**src/rtl/rfifo_drain_pkg.sv**
```systemverilog
// Shared types and constants for the rfifo_drain read-FIFO beat drainer.
package rfifo_drain_pkg;

   typedef enum logic {
      IDLE = 1'b0,
      SEND = 1'b1
   } state_t;

   localparam int CNT_W = 32;

endpackage

```
**src/rtl/rfifo_drain_perf.sv**
```systemverilog
// Saturating stall-cycle counter for rfifo_drain; only present when RFIFO_DRAIN_PERF_EN is defined.
module rfifo_drain_perf
   import rfifo_drain_pkg::*;
(
   input  logic             clk,
   input  logic             rstn,
   input  logic             stall,
   output logic [CNT_W-1:0] cnt
);

   always_ff @(posedge clk or negedge rstn) begin
      if (!rstn) begin
         cnt <= '0;
      end else if (stall && (cnt != '1)) begin
         cnt <= cnt + CNT_W'(1);
      end
   end

endmodule

```
**src/rtl/rfifo_drain.sv**
```systemverilog
// Drains wide show-ahead FIFO entries as BEATS narrow beats, LS beat first.
// Optional stall counter enabled by defining RFIFO_DRAIN_PERF_EN.
//
// state | meaning
// IDLE  | no entry held; pop as soon as the FIFO has one
// SEND  | presenting beat beat_cnt of the held entry
module rfifo_drain
   import rfifo_drain_pkg::*;
#(
   parameter int DWIDTH = 32,
   parameter int BEATS  = 4
) (
   input  logic                    clk,
   input  logic                    rstn,
   input  logic                    fifo_empty,
   input  logic [DWIDTH*BEATS-1:0] fifo_dout,
   output logic                    fifo_re,
   output logic                    m_valid,
   input  logic                    m_ready,
   output logic [DWIDTH-1:0]       m_data,
   output logic                    m_last,
   output logic                    busy,
   output logic [CNT_W-1:0]        stall_cnt
);

   localparam int CW = $clog2(BEATS);
   localparam logic [CW-1:0] LAST_BEAT = CW'(BEATS - 1);

   state_t                       state, state_nxt;
   logic [CW-1:0]                beat_cnt;
   logic [BEATS-1:0][DWIDTH-1:0] hold;
   logic                         sending;
   logic                         take;

   assign sending = (state == SEND);
   assign take    = sending && m_ready;
   assign m_valid = sending;
   assign busy    = sending;
   assign m_last  = sending && (beat_cnt == LAST_BEAT);
   assign m_data  = sending ? hold[beat_cnt] : '0;

   // Pops are gated by rstn so no entry is lost while reset is held.
   always_comb begin
      state_nxt = state;
      fifo_re   = 1'b0;
      case (state)
         IDLE: begin
            if (!fifo_empty) begin
               fifo_re   = rstn;
               state_nxt = SEND;
            end
         end
         SEND: begin
            if (take && m_last) begin
               if (!fifo_empty) begin
                  fifo_re = rstn;
               end else begin
                  state_nxt = IDLE;
               end
            end
         end
         default: state_nxt = IDLE;
      endcase
   end

   always_ff @(posedge clk or negedge rstn) begin
      if (!rstn) begin
         state <= IDLE;
      end else begin
         state <= state_nxt;
      end
   end

   always_ff @(posedge clk or negedge rstn) begin
      if (!rstn) begin
         hold     <= '0;
         beat_cnt <= '0;
      end else if (fifo_re) begin
         hold     <= fifo_dout;
         beat_cnt <= '0;
      end else if (take && !m_last) begin
         beat_cnt <= beat_cnt + CW'(1);
      end
   end

`ifdef RFIFO_DRAIN_PERF_EN
   rfifo_drain_perf u_perf (
      .clk   (clk),
      .rstn  (rstn),
      .stall (m_valid && !m_ready),
      .cnt   (stall_cnt)
   );
`else
   assign stall_cnt = '0;
`endif

endmodule

```
**config.mk**
```make
export PLATFORM = sky130hd
export DESIGN_NAME = rfifo_drain
export DESIGN_NICKNAME = d
export VERILOG_FILES = /design/src/rtl/rfifo_drain_pkg.sv /design/src/rtl/rfifo_drain_perf.sv /design/src/rtl/rfifo_drain.sv
export SDC_FILE = /design/constraint.sdc
export NUM_CORES = 1
export LEC_CHECK = 0
export CAP_MARGIN = 20
export CORE_MARGIN = 5
export CORE_UTILIZATION = 50
export DETAILED_ROUTE_END_ITERATION = 8
export DONT_BUFFER_PORTS = 1
export MAX_ROUTING_LAYER = met4
export SYNTH_ARGS = -nofsm -noshare
export SYNTH_HDL_FRONTEND = slang
export SYNTH_SLANG_ARGS = --single-unit
```
**constraint.sdc**
```tcl
create_clock -name clk -period 2.78 [get_ports clk]
set_input_delay 0.278 -clock clk [delete_from_list [all_inputs] [get_ports clk]]
set_output_delay 0.278 -clock clk [all_outputs]
set_load 0.005 [all_outputs]
```
# Word-level counts from Yosys, hierarchy flattened
# Index checks and enable logic that the tools add are counted.
dict set report totals {
  reg_bits 131
  elab_cells 27
}
dict set report classes {
  addsub 1
  magnitude_cmp 1
  n_eq_ne 1
  n_mux 11
  bitwise 1
  n_reduce_logical 6
}
# cell n
set op_table {}
lappend op_table {{32-bit binary-select mux with 2-bit select} 1}
lappend op_table {{32-bit 2-to-1 mux} 2}
lappend op_table {{1-bit logical AND} 4}
lappend op_table {{1-bit 2-to-1 mux} 4}
lappend op_table {{2-bit 2-to-1 mux} 2}
lappend op_table {{1-bit one-hot mux with 2 select lines} 2}
lappend op_table {{2-bit by 3-bit < comparator with 1-bit output (second input constant)} 1}
lappend op_table {{2-bit by 1-bit adder with 2-bit output (second input constant)} 1}
lappend op_table {{2-bit equality test (second input constant)} 1}
lappend op_table {{2-bit nonzero test} 1}
lappend op_table {{1-bit zero test} 1}
lappend op_table {{1-bit NOT} 1}

# Depth between registers and ports, before layout
dict set report depth {
  depth_word 6
  depth_mapped 6
  mapped_depth_nobuf 4
}

# Worst setup path after synthesis
# OpenSTA, ideal clock, no wires.
dict set report synth_timing {
  path_kind {reg-to-output}
  from {reg beat_cnt[0]}
  to {out m_data[0]}
  arrival_ns 1.480
  required_time_ns 2.502
  path_slack_ns 1.022
  stages_incl_launch_ff 5
  path_buffers 2
  path_cell_list {dfrtp_1 buf_2 buf_2 mux4_2 and2_1}
}
dict set report synth_via {
  elab_chain_len 3
}
# item line
set synth_lines {}
lappend synth_lines {{start, declared} rfifo_drain.sv:30} ;# logic [CW-1:0] beat_cnt;
lappend synth_lines {{start signal, assigned} rfifo_drain.sv:82} ;# beat_cnt <= beat_cnt + CW'(1);
lappend synth_lines {{32-bit binary-select mux with 2-bit select} rfifo_drain.sv:40} ;# assign m_data = sending ? hold[beat_cnt] : '0;
lappend synth_lines {{32-bit 2-to-1 mux (not written as such)} rfifo_drain.sv:40}
lappend synth_lines {{32-bit 2-to-1 mux} rfifo_drain.sv:40}
lappend synth_lines {{end, declared} rfifo_drain.sv:20} ;# output logic [DWIDTH-1:0] m_data,
# Every way passes these cells. The select of a mux whose other input is x is not followed.

# Worst setup path in the final report
dict set report layout_timing {
  from {reg beat_cnt[0]}
  to {out m_data[14]}
}
# Same word-level chain as after synthesis.

==> run summary <==
First-pass GRT wire length: 19.90 mm
DR WL/cell: 19.05 µm
Buf+Inv Stages, Crit Path: 1
Largest net degree at the start of global routing: 133
Slowest CP cell: mux4_2
Mapped cell area: 0.006150 mm²
Clock sink count: 131
CP max FO: 33
Clk_lat worst skew: 0.41 ns
Pwr dens: 1040 mW/mm²
Worst Tran Pin Value: 0.6847 ns
Clk buf depth: 2
CP Class: flip-flop to output port
Critical R2R Launch: beat_cnt[0]$_DFFE_PN0P_
Cts bufs inserted: 17
WHS: -0.4357 ns
RD Place Congestion: 0.7241
RSZ-0062 raised after global routing: no
Slowest stage delay, CP: 0.60 ns
CTS clk-pin slew, worst paths: 0.05 ns
Antenna violations before repair: 0
Compound-Gate Fraction of Synth Area: 0.001831
Tot GR Track Use: 0.1835
Post-synthesis adder-cell area fraction: 0.002035
Distinct cell type count after synthesis: 18
Largest family of logic cells by synthesized area: multiplexers
Violated checks: negative hold slack
Rel. slew slack: 0.5436
Critical Path RT: 2.50 ns
Final setup vio count: 0
Total global routing overflow: 0
Worst reg-to-reg path cell count: 5
Leakage: 3.325 nW
Yosys warning total: 0
Setup TNS: 0 ns
Final wirelength: 12.59 mm
XOR/XNOR Fraction of Synth Area: 0.001424
Max cap viols: 0
Via density: 5.307
Postcts setup bufs: 0
CTS root buffer: clkbuf_16
DRT iter0 DRCs: 198
Core ar.: 0.01201 mm²
Period Utilization, post-route: 0.8661
Crit-path cells: buf_4 -> mux4_2 -> and2_1
Reg-to-Reg End: hold[12]$_DFFE_PN0P_
Share of layout cells above drive strength 1: 0.2140
Avg Synthesized Cell Area: 15.69 µm²
Top cells by area, synth: dfrtp_1 53%, mux2_1 16%, mux4_2 12%, mux2_2 7.0%, buf_4 4.2%
CP top delay family: multiplexers
F_max: 415.3 MHz
Fin. Hold Viols: 131
FP Rows: 40
HPWL Detailed: 7.815 mm
Max IR drop VDD: 540.2 µV
Reg2reg setup slack: 0.84 ns
Multiplexer share of the synthesized area: 0.3532
Hold crit path type: primary input to asynchronous set/reset pin
Initial Util: 0.5120
DR vias: 3,508
ANT cells: 0
Filler instances: 858
Area share of the largest cell type after synthesis: 0.5331
Crit path time final: 2.408 ns
Met3 WL: 835 µm
CTS H-tree lvls: 4
Met2 Routed Length: 6.388 mm
Die height: 120.9 µm
WL met1: 5.220 mm
Final max-slew violation count: 0
CP Launch Type: flip-flop
Die area: 0.01462 mm²
Sequential area share after synthesis: 0.5331
IO Port Bufs: 0
Final core occ: 0.6463
IO Pins: 200
Vias in the first global route: 3,820
DR top layer: met4
Die width: 120.9 µm
Status: finished, violations left
Synth Instances: 392
DR pass1 iterations: 4
Nets: 634
CTS tree: built
Area growth syn-to-layout: 26.23%
Largest area contributor in the netlist: dfrtp_1
Antenna-violating nets left: 0
# DRC: 0
WP data arrival: 2.13 ns
Register bit total from synthesis: 131
Clk_skew: 0.008696 ns
Post-Synth Simple-Gate Area: 0.03906
Crit. End Element: output port
==> report_power, final <==
group	total [mW]	leakage [nW]	internal, mW	switching, mW
Sequential	3.28	1.58	2.86	0.424
Clock	2.06	0.278	1.29	0.776
Combinational	2.73	1.47	1.69	1.04
Total	8.07	3.33	5.83	2.24
==> through the flow <==
step / worst slack (ns) / instances / hold slack [ns] / cell area, µm² / total power, mW
2_1_floorplan: 1.022 / 423 / -0.01759 / 6266 / 5.477
3_3_place_gp: 0.7345 / 517 / -0.01393 / 6086 / 5.873
3_5_place_dp: 0.7303 / 517 / -0.01242 / 6086 / 5.969
4_1_cts: 0.2875 / 649 / -0.4569 / 7642 / 8.193
5_1_grt: 0.2067 / 661 / -0.4640 / 7762 / 8.627
6_report: 0.3722 / 661 / -0.4357 / 7762 / 8.072
==> layer usage <==
metal / vias to the layer above / GRT usage
met5: - / -
met4: 0 / 0.05737
met3: 12 / 0.06480
met2: 122 / 0.2883
met1: 1804 / 0.2247
li1: 1570 / -
==> cell type report <==
cell class	count	area [µm²]	area share
Timing Repair Buffer	117	1171	0.1509
Clock buffer	21	470.5	0.06061
Sequential cell	131	3281	0.4226
Tap cell	147	183.9	0.02369
Clock inverter	11	85.08	0.01096
Multi-Input combinational cell	234	2571	0.3312
==> state kept, by name, indices dropped and copies added, names as in the netlist <==
name,cells
busy,1
beat_cnt,2
hold,128
==> worst max-delay path by stage <==
stage | depth (start not counted) | endpoint | from
detailed placement | 3 | m_data[31] | beat_cnt[0]$_DFFE_PN0P_
finish | 3 | m_data[14] | beat_cnt[0]$_DFFE_PN0P_
floorplan | 4 | m_data[0] | beat_cnt[0]$_DFFE_PN0P_
CTS | 3 | m_data[31] | beat_cnt[0]$_DFFE_PN0P_
global route | 3 | m_data[31] | beat_cnt[0]$_DFFE_PN0P_
global placement | 3 | m_data[31] | beat_cnt[0]$_DFFE_PN0P_
==> synth_stat cells (all sizes together) <==
cell type and count:
dfrtp 131, mux2 128, buf 51, and2 33, mux4 32, clkbuf 7, nor2 2, a21boi 1
conb 1, ha 1, mux2i 1, nand2b 1, nand3b 1, nor3b 1, xor2 1
==> logic make-up after synthesis <==
kind of cell | after synthesis
AOI/OAI and AO/OA | 1
buffers and inverters | 58
other | 1
DFF | 131
xor gates and xnor gates | 1
muxes | 161
adders and majority gates | 1
and+or+nand+nor | 38
==> cells in the final DEF, fill, tap and decap left out, drive strengths merged, types with 2 or more instances in the layout <==
| cell type | count |
|---|---|
| mux4 | 32 |
| clkinv | 8 |
| clkinvlp | 2 |
| mux2 | 128 |
| dlygate4sd3 | 112 |
| dfrtp | 131 |
| conb | 32 |
| and2 | 33 |
| clkbuf | 21 |
| nor2 | 2 |
| buf | 5 |
==> repair_timing <==
item                                    in CTS  in global routing
endpoints found under the setup margin       0                  0
gates resized for setup                      0                  0
hold buffers                               100                 12
hold endpoints to repair                   231                143
Note: power is estimated with default switching activity, not from simulation.
